**config.mk**
```make
export PLATFORM = sky130hd
export DESIGN_NAME = fir_mac_sequencer_flat
export DESIGN_NICKNAME = d
export VERILOG_FILES = /design/src/rtl/fir_mac_sequencer_if.sv /design/src/rtl/fir_mac_sequencer.sv /design/src/flat_wrapper.sv
export SDC_FILE = /design/constraint.sdc
export NUM_CORES = 1
export LEC_CHECK = 0
export CAP_MARGIN = 30
export CORE_UTILIZATION = 25
export DETAILED_ROUTE_END_ITERATION = 7
export DONT_BUFFER_PORTS = 1
export GPL_TIMING_DRIVEN = 0
export PLACE_DENSITY = 0.44
export SYNTH_ARGS = -nofsm -noshare
export SYNTH_HDL_FRONTEND = slang
export SYNTH_SLANG_ARGS = --single-unit
```
**constraint.sdc**
```tcl
create_clock -name clk -period 3 [get_ports clk]
set_clock_uncertainty 0.05 [all_clocks]
set_input_delay 0.6 -clock clk [delete_from_list [all_inputs] [get_ports clk]]
set_output_delay 0.6 -clock clk [all_outputs]
set_load 0.01 [all_outputs]
```
**src/rtl/fir_mac_sequencer_if.sv**
```systemverilog
// ----------------------------------------------------------------------------
// fir_mac_sequencer_if
//
// Bundles the sequencer's handshake and datapath-control signals.
//   master : the sequencer (drives in_ready, write/read/MAC control, out_valid)
//   slave  : the surrounding datapath and sample source/sink
//
// Signals
//   in_valid / in_ready    sample input handshake
//   wr_en/wr_addr/wr_zero  sample buffer write port control
//   rd_addr / coef_addr    sample buffer read and coefficient ROM addresses
//   mac_vld / mac_first    shared MAC issue and accumulator-load control
//   out_valid / out_ready  finished-output handshake
//   busy                   sequencer not idle
//   flush                  zero-fill request (only with FIR_SEQ_FLUSH_EN)
// ----------------------------------------------------------------------------
interface fir_mac_sequencer_if #(
  parameter int AW = 5
);
  logic          in_valid;
  logic          in_ready;
  logic          wr_en;
  logic [AW-1:0] wr_addr;
  logic          wr_zero;
  logic [AW-1:0] rd_addr;
  logic [AW-1:0] coef_addr;
  logic          mac_vld;
  logic          mac_first;
  logic          out_valid;
  logic          out_ready;
  logic          busy;
`ifdef FIR_SEQ_FLUSH_EN
  logic          flush;

  modport master (
    input  in_valid, out_ready, flush,
    output in_ready, wr_en, wr_addr, wr_zero, rd_addr, coef_addr,
           mac_vld, mac_first, out_valid, busy
  );

  modport slave (
    output in_valid, out_ready, flush,
    input  in_ready, wr_en, wr_addr, wr_zero, rd_addr, coef_addr,
           mac_vld, mac_first, out_valid, busy
  );
`else
  modport master (
    input  in_valid, out_ready,
    output in_ready, wr_en, wr_addr, wr_zero, rd_addr, coef_addr,
           mac_vld, mac_first, out_valid, busy
  );

  modport slave (
    output in_valid, out_ready,
    input  in_ready, wr_en, wr_addr, wr_zero, rd_addr, coef_addr,
           mac_vld, mac_first, out_valid, busy
  );
`endif
endinterface

```
**src/rtl/fir_mac_sequencer.sv**
```systemverilog
// ----------------------------------------------------------------------------
// fir_mac_sequencer
//
// Control sequencer for a time-multiplexed FIR. Accepts one sample per
// in_valid/in_ready handshake, writes it into a circular sample buffer, then
// walks a single shared MAC through all TAPS products (newest sample first
// against coefficient 0), waits MAC_LAT cycles for the MAC pipeline to drain
// and holds out_valid until out_ready. No sample or coefficient data passes
// through this block.
//
// Parameters
//   TAPS     number of taps, power of two 2..256
//   MAC_LAT  mac_vld-to-accumulator latency, 0..7
//   AW       buffer / ROM address width
//
// Ports
//   clk, rst_n   clock, asynchronous active-low reset
//   bus          fir_mac_sequencer_if.master (see interface header)
//
// Build option
//   FIR_SEQ_FLUSH_EN  adds the flush input and a FLUSH state that zero-fills
//                     the whole sample buffer and rewinds the write pointer.
// ----------------------------------------------------------------------------
module fir_mac_sequencer #(
  parameter int TAPS    = 32,
  parameter int MAC_LAT = 2,
  parameter int AW      = $clog2(TAPS)
) (
  input  logic                 clk,
  input  logic                 rst_n,
  fir_mac_sequencer_if.master  bus
);

  typedef enum logic [2:0] {
    S_IDLE,
    S_RUN,
    S_DRAIN,
    S_OUT
`ifdef FIR_SEQ_FLUSH_EN
    , S_FLUSH
`endif
  } state_e;

  localparam logic [AW-1:0] TAP_LAST   = AW'(TAPS - 1);
  localparam logic [2:0]    DRAIN_LAST = 3'((MAC_LAT > 0) ? (MAC_LAT - 1) : 0);

  state_e        state_q, state_d;
  logic [AW-1:0] wptr_q,  wptr_d;
  logic [AW-1:0] base_q,  base_d;
  logic [AW-1:0] tap_q,   tap_d;
  logic [2:0]    drain_q, drain_d;

  // Registered MAC / status outputs, loaded from the next-state values so
  // they line up with the state they describe.
  logic          mac_vld_q,   mac_vld_d;
  logic          mac_first_q, mac_first_d;
  logic [AW-1:0] rd_addr_q,   rd_addr_d;
  logic [AW-1:0] coef_addr_q, coef_addr_d;
  logic          out_valid_q, out_valid_d;
  logic          busy_q,      busy_d;

  logic          flush_req;
  logic          accept;
  logic          run_d;

`ifdef FIR_SEQ_FLUSH_EN
  assign flush_req = bus.flush;
`else
  assign flush_req = 1'b0;
`endif

  // Flush wins over a simultaneous sample in IDLE.
  assign accept = (state_q == S_IDLE) & bus.in_valid & ~flush_req;

  // --------------------------------------------------------------------------
  // State register
  // --------------------------------------------------------------------------
  // NOTE: sequential state uses non-blocking assignments so every register
  // samples the pre-edge values of the others, independent of block order.
  always_ff @(posedge clk or negedge rst_n) begin
    if (!rst_n) begin
      state_q     <= S_IDLE;
      wptr_q      <= '0;
      base_q      <= '0;
      tap_q       <= '0;
      drain_q     <= '0;
      mac_vld_q   <= 1'b0;
      mac_first_q <= 1'b0;
      rd_addr_q   <= '0;
      coef_addr_q <= '0;
      out_valid_q <= 1'b0;
      busy_q      <= 1'b0;
    end else begin
      state_q     <= state_d;
      wptr_q      <= wptr_d;
      base_q      <= base_d;
      tap_q       <= tap_d;
      drain_q     <= drain_d;
      mac_vld_q   <= mac_vld_d;
      mac_first_q <= mac_first_d;
      rd_addr_q   <= rd_addr_d;
      coef_addr_q <= coef_addr_d;
      out_valid_q <= out_valid_d;
      busy_q      <= busy_d;
    end
  end

  // --------------------------------------------------------------------------
  // Next-state logic
  // --------------------------------------------------------------------------
  // NOTE: every variable assigned here gets a default first, so no path can
  // leave one unassigned and infer a latch.
  always_comb begin
    state_d = state_q;
    wptr_d  = wptr_q;
    base_d  = base_q;
    tap_d   = tap_q;
    drain_d = drain_q;

    case (state_q)
      S_IDLE: begin
`ifdef FIR_SEQ_FLUSH_EN
        if (flush_req) begin
          tap_d   = '0;
          state_d = S_FLUSH;
        end else
`endif
        if (accept) begin
          base_d  = wptr_q;
          wptr_d  = wptr_q + 1'b1;   // wraps naturally: TAPS is a power of two
          tap_d   = '0;
          state_d = S_RUN;
        end
      end

      S_RUN: begin
        tap_d = tap_q + 1'b1;
        if (tap_q == TAP_LAST) begin
          drain_d = '0;
          state_d = (MAC_LAT > 0) ? S_DRAIN : S_OUT;
        end
      end

      S_DRAIN: begin
        drain_d = drain_q + 3'd1;
        if (drain_q == DRAIN_LAST) begin
          state_d = S_OUT;
        end
      end

      S_OUT: begin
        if (bus.out_ready) begin
          state_d = S_IDLE;
        end
      end

`ifdef FIR_SEQ_FLUSH_EN
      S_FLUSH: begin
        tap_d = tap_q + 1'b1;
        if (tap_q == TAP_LAST) begin
          wptr_d  = '0;
          state_d = S_IDLE;
        end
      end
`endif

      default: begin
        state_d = S_IDLE;
      end
    endcase
  end

  // --------------------------------------------------------------------------
  // Output logic
  // --------------------------------------------------------------------------
  always_comb begin
    bus.in_ready = 1'b0;
    bus.wr_en    = 1'b0;
    bus.wr_addr  = wptr_q;
    bus.wr_zero  = 1'b0;

    case (state_q)
      S_IDLE: begin
        bus.in_ready = ~flush_req;
        bus.wr_en    = accept;
      end
`ifdef FIR_SEQ_FLUSH_EN
      S_FLUSH: begin
        bus.wr_en    = 1'b1;
        bus.wr_zero  = 1'b1;
        bus.wr_addr  = tap_q;
      end
`endif
      default: ;
    endcase

    // Tap k reads the sample written k inputs ago; unsigned AW-bit
    // subtraction gives the circular wrap for free.
    run_d       = (state_d == S_RUN);
    mac_vld_d   = run_d;
    mac_first_d = run_d && (tap_d == '0);
    coef_addr_d = run_d ? tap_d : '0;
    rd_addr_d   = run_d ? (base_d - tap_d) : '0;
    out_valid_d = (state_d == S_OUT);
    busy_d      = (state_d != S_IDLE);
  end

  assign bus.mac_vld   = mac_vld_q;
  assign bus.mac_first = mac_first_q;
  assign bus.rd_addr   = rd_addr_q;
  assign bus.coef_addr = coef_addr_q;
  assign bus.out_valid = out_valid_q;
  assign bus.busy      = busy_q;

endmodule
```
**src/flat_wrapper.sv**
```systemverilog
// flat-port wrapper written by rule: the top's interface ports become plain ports
module fir_mac_sequencer_flat 
#(
  parameter int TAPS    = 32,
  parameter int MAC_LAT = 2,
  parameter int AW      = $clog2(TAPS)
)
  (clk, rst_n, bus_in_valid, bus_out_ready, bus_in_ready, bus_wr_en, bus_wr_addr, bus_wr_zero, bus_rd_addr, bus_coef_addr, bus_mac_vld, bus_mac_first, bus_out_valid, bus_busy);
  fir_mac_sequencer_if #(.AW(AW)) bus_i ();
  input  logic clk;
  input  logic rst_n;
  input wire logic [$bits(bus_i.in_valid)-1:0] bus_in_valid;
  input wire logic [$bits(bus_i.out_ready)-1:0] bus_out_ready;
  output wire logic [$bits(bus_i.in_ready)-1:0] bus_in_ready;
  output wire logic [$bits(bus_i.wr_en)-1:0] bus_wr_en;
  output wire logic [$bits(bus_i.wr_addr)-1:0] bus_wr_addr;
  output wire logic [$bits(bus_i.wr_zero)-1:0] bus_wr_zero;
  output wire logic [$bits(bus_i.rd_addr)-1:0] bus_rd_addr;
  output wire logic [$bits(bus_i.coef_addr)-1:0] bus_coef_addr;
  output wire logic [$bits(bus_i.mac_vld)-1:0] bus_mac_vld;
  output wire logic [$bits(bus_i.mac_first)-1:0] bus_mac_first;
  output wire logic [$bits(bus_i.out_valid)-1:0] bus_out_valid;
  output wire logic [$bits(bus_i.busy)-1:0] bus_busy;
  assign bus_i.in_valid = bus_in_valid;
  assign bus_i.out_ready = bus_out_ready;
  assign bus_in_ready = bus_i.in_ready;
  assign bus_wr_en = bus_i.wr_en;
  assign bus_wr_addr = bus_i.wr_addr;
  assign bus_wr_zero = bus_i.wr_zero;
  assign bus_rd_addr = bus_i.rd_addr;
  assign bus_coef_addr = bus_i.coef_addr;
  assign bus_mac_vld = bus_i.mac_vld;
  assign bus_mac_first = bus_i.mac_first;
  assign bus_out_valid = bus_i.out_valid;
  assign bus_busy = bus_i.busy;
  fir_mac_sequencer #(.TAPS(TAPS), .MAC_LAT(MAC_LAT), .AW(AW)) u_core (.clk(clk), .rst_n(rst_n), .bus(bus_i));
endmodule
```
==> impl_metrics.toml, run 1 <==
[outcome]
status = "finished, final reports clean"

[final_layout]
syn2layout_area_growth_pct = 12.2
final_common_cell = "dfrtp_1"
multi_input_area_um2 = 638
antennaDiodeCount = 0
fill_cells = 593
final_cell_mix = "dfrtp_1, nor2_1, ha_1, inv_1, a21oi_1"
final_area_mm2 = 0.00177
regArea_um2 = 876
fin_nets = 158
drive_gt1_share_pct = 13.3
final_cells = 218

[sta]
period_minus_slack_ps = 2700
holdWs_ps = 91.6
drv_slew = 0
finalCritPeriodShare_pct = 90.0
hold_viol_final = 0
fmax_ghz = 0.371
setup_viol = 0
tns_ps = 0
rsz0062_at_grt = "false"

[detailed_routing]
vias = 1001
wire_per_inst_um = 13.9
route.detailed.drc = 0
dr.pass1.iters = 3
via_per_inst = 4.59
ant_nets = 0
drt-initial-drc-count = 18
drt-total-wl_um = 3040

[setup_path]
crit_type = "flip-flop to flip-flop"
r2r_end = "u_core.bus.rd_addr[4]"
reg2reg_slack_ps = 300
startpoint_type = "flip-flop"
crit_arrival_ps = 2870
required_ps = 3170
endpoint_kind = "flip-flop"
r2r_start = "u_core.state_q[1]"
reg2reg_depth = 11
critical_path.max_fanout = 10

[synthesis]
postSynthAreaPerCell_um2 = 11.7
ys_async_sr_fraction_pct = 100
syn_inst = 135
ys_warn_count = 0
syn-cell-area_mm2 = 0.00157
synth_simple_gate_area_share_pct = 12.1
synth_top_family_by_area = "simple AND/OR/NAND/NOR gates"
ys_ff_latch = 35
synth_xor_area_share_pct = 4.77
synth_fa_ha_area_share_pct = 8.43
yosysSeqAreaShare_pct = 55.6
synth_compound_area_share_pct = 10.4
synth_edf_count = 0
ys.flop_type = "dfrtp_1"
yosysUniqueCellTypes = 40
synthMuxAreaShare_pct = 4.37

[cts]
cts_sinks = 35
clock_latency_ps = 280
numCtsBuffers = 5
root_buffer = "clkbuf_8"
cts.clk_slew.worst_paths_ps = 70
cts_tree = "built"
cts_buffer_depth = 2
htree_num_levels = 2

[global_route]
grt_overflow = 0
antenna_found_initial = 0
grtUsageTotal_pct = 11.0
grt_pass1_wl_um = 5370
grt_max_degree = 36
grt_pass1_vias = 1117

[power]
irDropWorstVdd_v = 0.000407
power.density_mw_per_mm2 = 756
power.total_mw = 1.34
leakage_nw = 0.860

[floorplan]
die_area_mm2 = 0.00662
ios = 26
std_cell_rows = 28
initial_utilization_pct = 26.3
die_h_um = 81.3
die_w_um = 81.3
coreArea_mm2 = 0.00599

[worst_hold_path]
hp-class = "primary input to asynchronous set/reset pin"

[placement]
dp.cells = 211
dpl_cell_area_mm2 = 0.00167
hpwl_um = 2250
place_congestion = 0.777
io_buffers = 0

[run]
drv_cap = 0
[layout make-up]
cell class              instances  area share (%)
flip-flops and latches         35            49.6
well taps                      75            5.31
plain buffers                   4            1.42
multi-input cells              86            36.1
clock buffers                   6            4.11
repair buffers                  1            1.13
inverters                      11            2.34
[report_power, final]
group,internal [mW],switching [mW]
clock network,0.155,0.155
logic,0.165,0.174
registers,0.576,0.112
[through the flow]
| step | setup WS [ps] | util [%] |
|---|---|---|
| CTS | 209 | 29.4 |
| finish | 301 | 29.5 |
| detailed placement | 234 | 27.9 |
| global route | 58.7 | 29.5 |
| global placement | 285 | 27.9 |
| floorplan | 541 | - |
[cells in the mapped netlist (3+ instances only)]
| cell type | instances | area share (%) |
|---|---|---|
| a21o_1 | 4 | 1.9 |
| a21oi_1 | 7 | 2.2 |
| buf_2 | 3 | 0.95 |
| dfrtp_1 | 35 | 56 |
| ha_1 | 9 | 7.2 |
| inv_1 | 8 | 1.9 |
| inv_2 | 3 | 0.72 |
| mux2_1 | 3 | 2.1 |
| nand2_1 | 5 | 1.2 |
| nor2_1 | 15 | 3.6 |
| xnor2_1 | 3 | 1.7 |
| xor2_1 | 3 | 1.7 |
[worst max-delay path, cell delays in order (launching register included)]
cell,delay (ps)
dfrtp_1,440
or2_4,310
nor2_4,140
clkbuf_4,250
mux2i_1,290
ha_1,240
fa_1,220
inv_1,60
a21o_1,170
a21oi_1,150
xnor3_1,220
nor2_1,90
[worst max path at each step]
stage               cells past startpoint         startpoint  slack (ps)                     to
floorplan                              11  u_core.state_q[1]         540  u_core.bus.rd_addr[4]
global placement                       11  u_core.state_q[1]         290  u_core.bus.rd_addr[4]
detailed placement                     11  u_core.state_q[1]         230  u_core.bus.rd_addr[4]
CTS                                    11  u_core.state_q[1]         210  u_core.bus.rd_addr[4]
global route                           11  u_core.state_q[1]          60  u_core.bus.rd_addr[4]
finish                                 11  u_core.state_q[1]         300  u_core.bus.rd_addr[4]
[layer usage]
metal / vias up / GRT usage [%] / share of wire (%)
met5: - / 0 / 0
met4: 0 / 5.36 / 1.9
met3: 8 / 4.04 / 6.4
met2: 22 / 18.2 / 48
met1: 496 / 12.4 / 43
li1: 475 / - / -
[cells by family (layout without fill, tap and decap cells)]
group                      Yosys count  in the layout
xor gates and xnor gates             7              7
and+or+nand+nor                     38             38
other                                1              2
adders and majority gates           10             10
buffers and inverters               15             22
DFF                                 35             35
AOI/OAI and AO/OA                   23             23
muxes                                6              6
[registers in the layout (all words and copies together), names as in the netlist]
signal / cells
u_core.bus.out_valid: 1
u_core.drain_q: 3
u_core.bus.busy: 1
u_core.state_q: 3
u_core.bus.mac_vld: 1
u_core.bus.rd_addr: 5
u_core.bus.mac_first: 1
u_core.tap_q: 5
u_core.base_q: 5
u_core.bus.coef_addr: 5
u_core.bus.wr_addr: 5
[what timing repair did]
| item | CTS | global route |
|---|---|---|
| endpoints found under the setup margin | 0 | 1 |
| buffers inserted | 0 | 0 |
| hold buffers | 1 | 0 |
| gates resized for setup | 0 | 1 |
| hold endpoints to repair | 35 | 0 |
Power figures use the tool's default switching activity.
==> run 2: changes to the inputs <==
==> constraint.sdc (replaced) <==
create_clock -name clk -period 3 [get_ports clk]
set_clock_uncertainty 0.05 [all_clocks]
set_input_delay 0.6 -clock clk [delete_from_list [all_inputs] [get_ports clk]]
set_output_delay 0.6 -clock clk [all_outputs]
set_load 0.1 [all_outputs]
==> impl_metrics.toml, run 2 (same netlist as run 1, synthesis figures left out) <==
[outcome]
status = "finished, final reports clean"

[final_layout]
fill_cells = 604
fin_nets = 159
regArea_um2 = 876
antennaDiodeCount = 0
multi_input_area_um2 = 641
final_cells = 219
final_cell_mix = "dfrtp_1, nor2_1, ha_1, inv_1, a21oi_1"
drive_gt1_share_pct = 14.6
final_common_cell = "dfrtp_1"
syn2layout_area_growth_pct = 13.6

[worst_hold_path]
hp-class = "primary input to asynchronous set/reset pin"

[run]
drv_cap = 0

[global_route]
met3_usage_pct = 3.26
grtUsageTotal_pct = 10.8
grt_pass1_wl_um = 5280
grt_use_met2_pct = 18.1
antenna_found_initial = 0
grt_overflow = 0
grt_pass1_vias = 1132
busiest_layer = "met2"
grt_use_met1_pct = 12.5
grt_max_degree = 36

[sta]
relSlewSlack_pct = 32.2
setup_viol = 0
hold_viol_final = 0
period_minus_slack_ps = 2760
drv_slew = 0
fmax_ghz = 0.363
finalCritPeriodShare_pct = 91.8
holdWs_ps = 94.4
rsz0062_at_grt = "false"
tightestPinTransition_ps = 1020

[placement]
io_buffers = 0
hpwl_um = 2220
place_congestion = 0.777
dp.cells = 212

[setup_path]
reg2reg_slack_ps = 240
crit_arrival_ps = 2920
crit_end = "u_core.bus.rd_addr[4]"
endpoint_kind = "flip-flop"
crit_type = "flip-flop to flip-flop"
r2r_end = "u_core.bus.rd_addr[4]"
slowest_delay_ps = 440
startpoint_type = "flip-flop"
r2r_start = "u_core.state_q[1]"
cp_slowest_cell = "dfrtp_1"
critical_path.max_fanout = 10
path_cells = "or2_4 -> nor2_4 -> buf_6 -> mux2i_1 -> ha_1 -> fa_1 -> inv_1 -> a21o_1 -> a21oi_1 -> xnor3_1 -> nor2_1"
required_ps = 3170
cp-startpoint = "u_core.state_q[1]"
reg2reg_depth = 11

[power]
leakage_nw = 0.869
irDropWorstVdd_v = 0.000678
power.density_mw_per_mm2 = 996
power.total_mw = 1.78

[detailed_routing]
ant_nets = 0
dr.pass1.iters = 4
via_per_inst = 4.59
vias = 1006
route.detailed.drc = 0
drt-total-wl_um = 3030
wire_per_inst_um = 13.8
drt-initial-drc-count = 52

[floorplan]
ios = 26
die_h_um = 81.3
std_cell_rows = 28
die_area_mm2 = 0.00662
initial_utilization_pct = 26.3
coreArea_mm2 = 0.00599
die_w_um = 81.3

[cts]
cts_tree = "built"
htree_num_levels = 2
numCtsBuffers = 5
cts_buffer_depth = 2
root_buffer = "clkbuf_8"
cts.clk_slew.worst_paths_ps = 70
cts_sinks = 35
clock_latency_ps = 280
==> run 2: layout make-up <==
class	count	share of cell area, %
Buffer	4	1.61
Clock buffer	6	4.06
Inverter	11	2.31
Multi-Input combinational cell	86	35.8
Sequential cell	35	49.0
Tap cell	75	5.25
Timing Repair Buffer	2	1.96
==> run 2: metrics by stage <==
step	utilization (%)	setup TNS (ps)	area, µm²	worst slack (ps)
global route	29.8	0	1790	58.1
floorplan	-	0	1580	150
finish	29.8	0	1790	245
global placement	27.9	-72.8	1670	-72.8
detailed placement	28.2	-86.1	1690	-86.1
CTS	29.8	0	1780	118
==> run 2: worst min path at each step <==
stage | from | endpoint | cells past startpoint | slack [ps]
finish | rst_n | u_core.bus.out_valid | 1 | 90
global route | rst_n | u_core.bus.out_valid | 1 | 100
CTS | rst_n | u_core.bus.out_valid | 1 | 90
detailed placement | rst_n | u_core.bus.out_valid | 0 | 260
global placement | rst_n | u_core.bus.out_valid | 0 | 260
floorplan | rst_n | u_core.base_q[0] | 0 | 250
==> run 2: layer usage <==
layer	wire (µm)	share of wire (%)
met1	1380	45
met2	1440	47
met3	158	5.2
met4	59	1.9
met5	0	0
==> run 2: report_power, final <==
group	switching [mW]	internal, mW	total, mW
combinational	0.193	0.168	0.361
clock	0.154	0.155	0.309
sequential	0.547	0.564	1.11
total	0.894	0.887	1.78
==> run 2: what timing repair did <==
action / in CTS / in global routing
hold buffers: 1 / 0
gates resized for setup: 1 / 1
setup endpoints to repair: 1 / 1
endpoints found under the hold margin: 35 / 0
setup buffers: 0 / 0
==> run 2: worst max-delay path, delay by kind of cell (launching register included) <==
family,cells,cell delay (ps)
adder cells (fa/ha/maj),2,460
multiplexers,1,290
AND/OR/NAND/NOR,3,550
XOR/XNOR,1,220
AO/OA/AOI/OAI,2,320
flip-flops,1,440
buffers and inverters,2,340
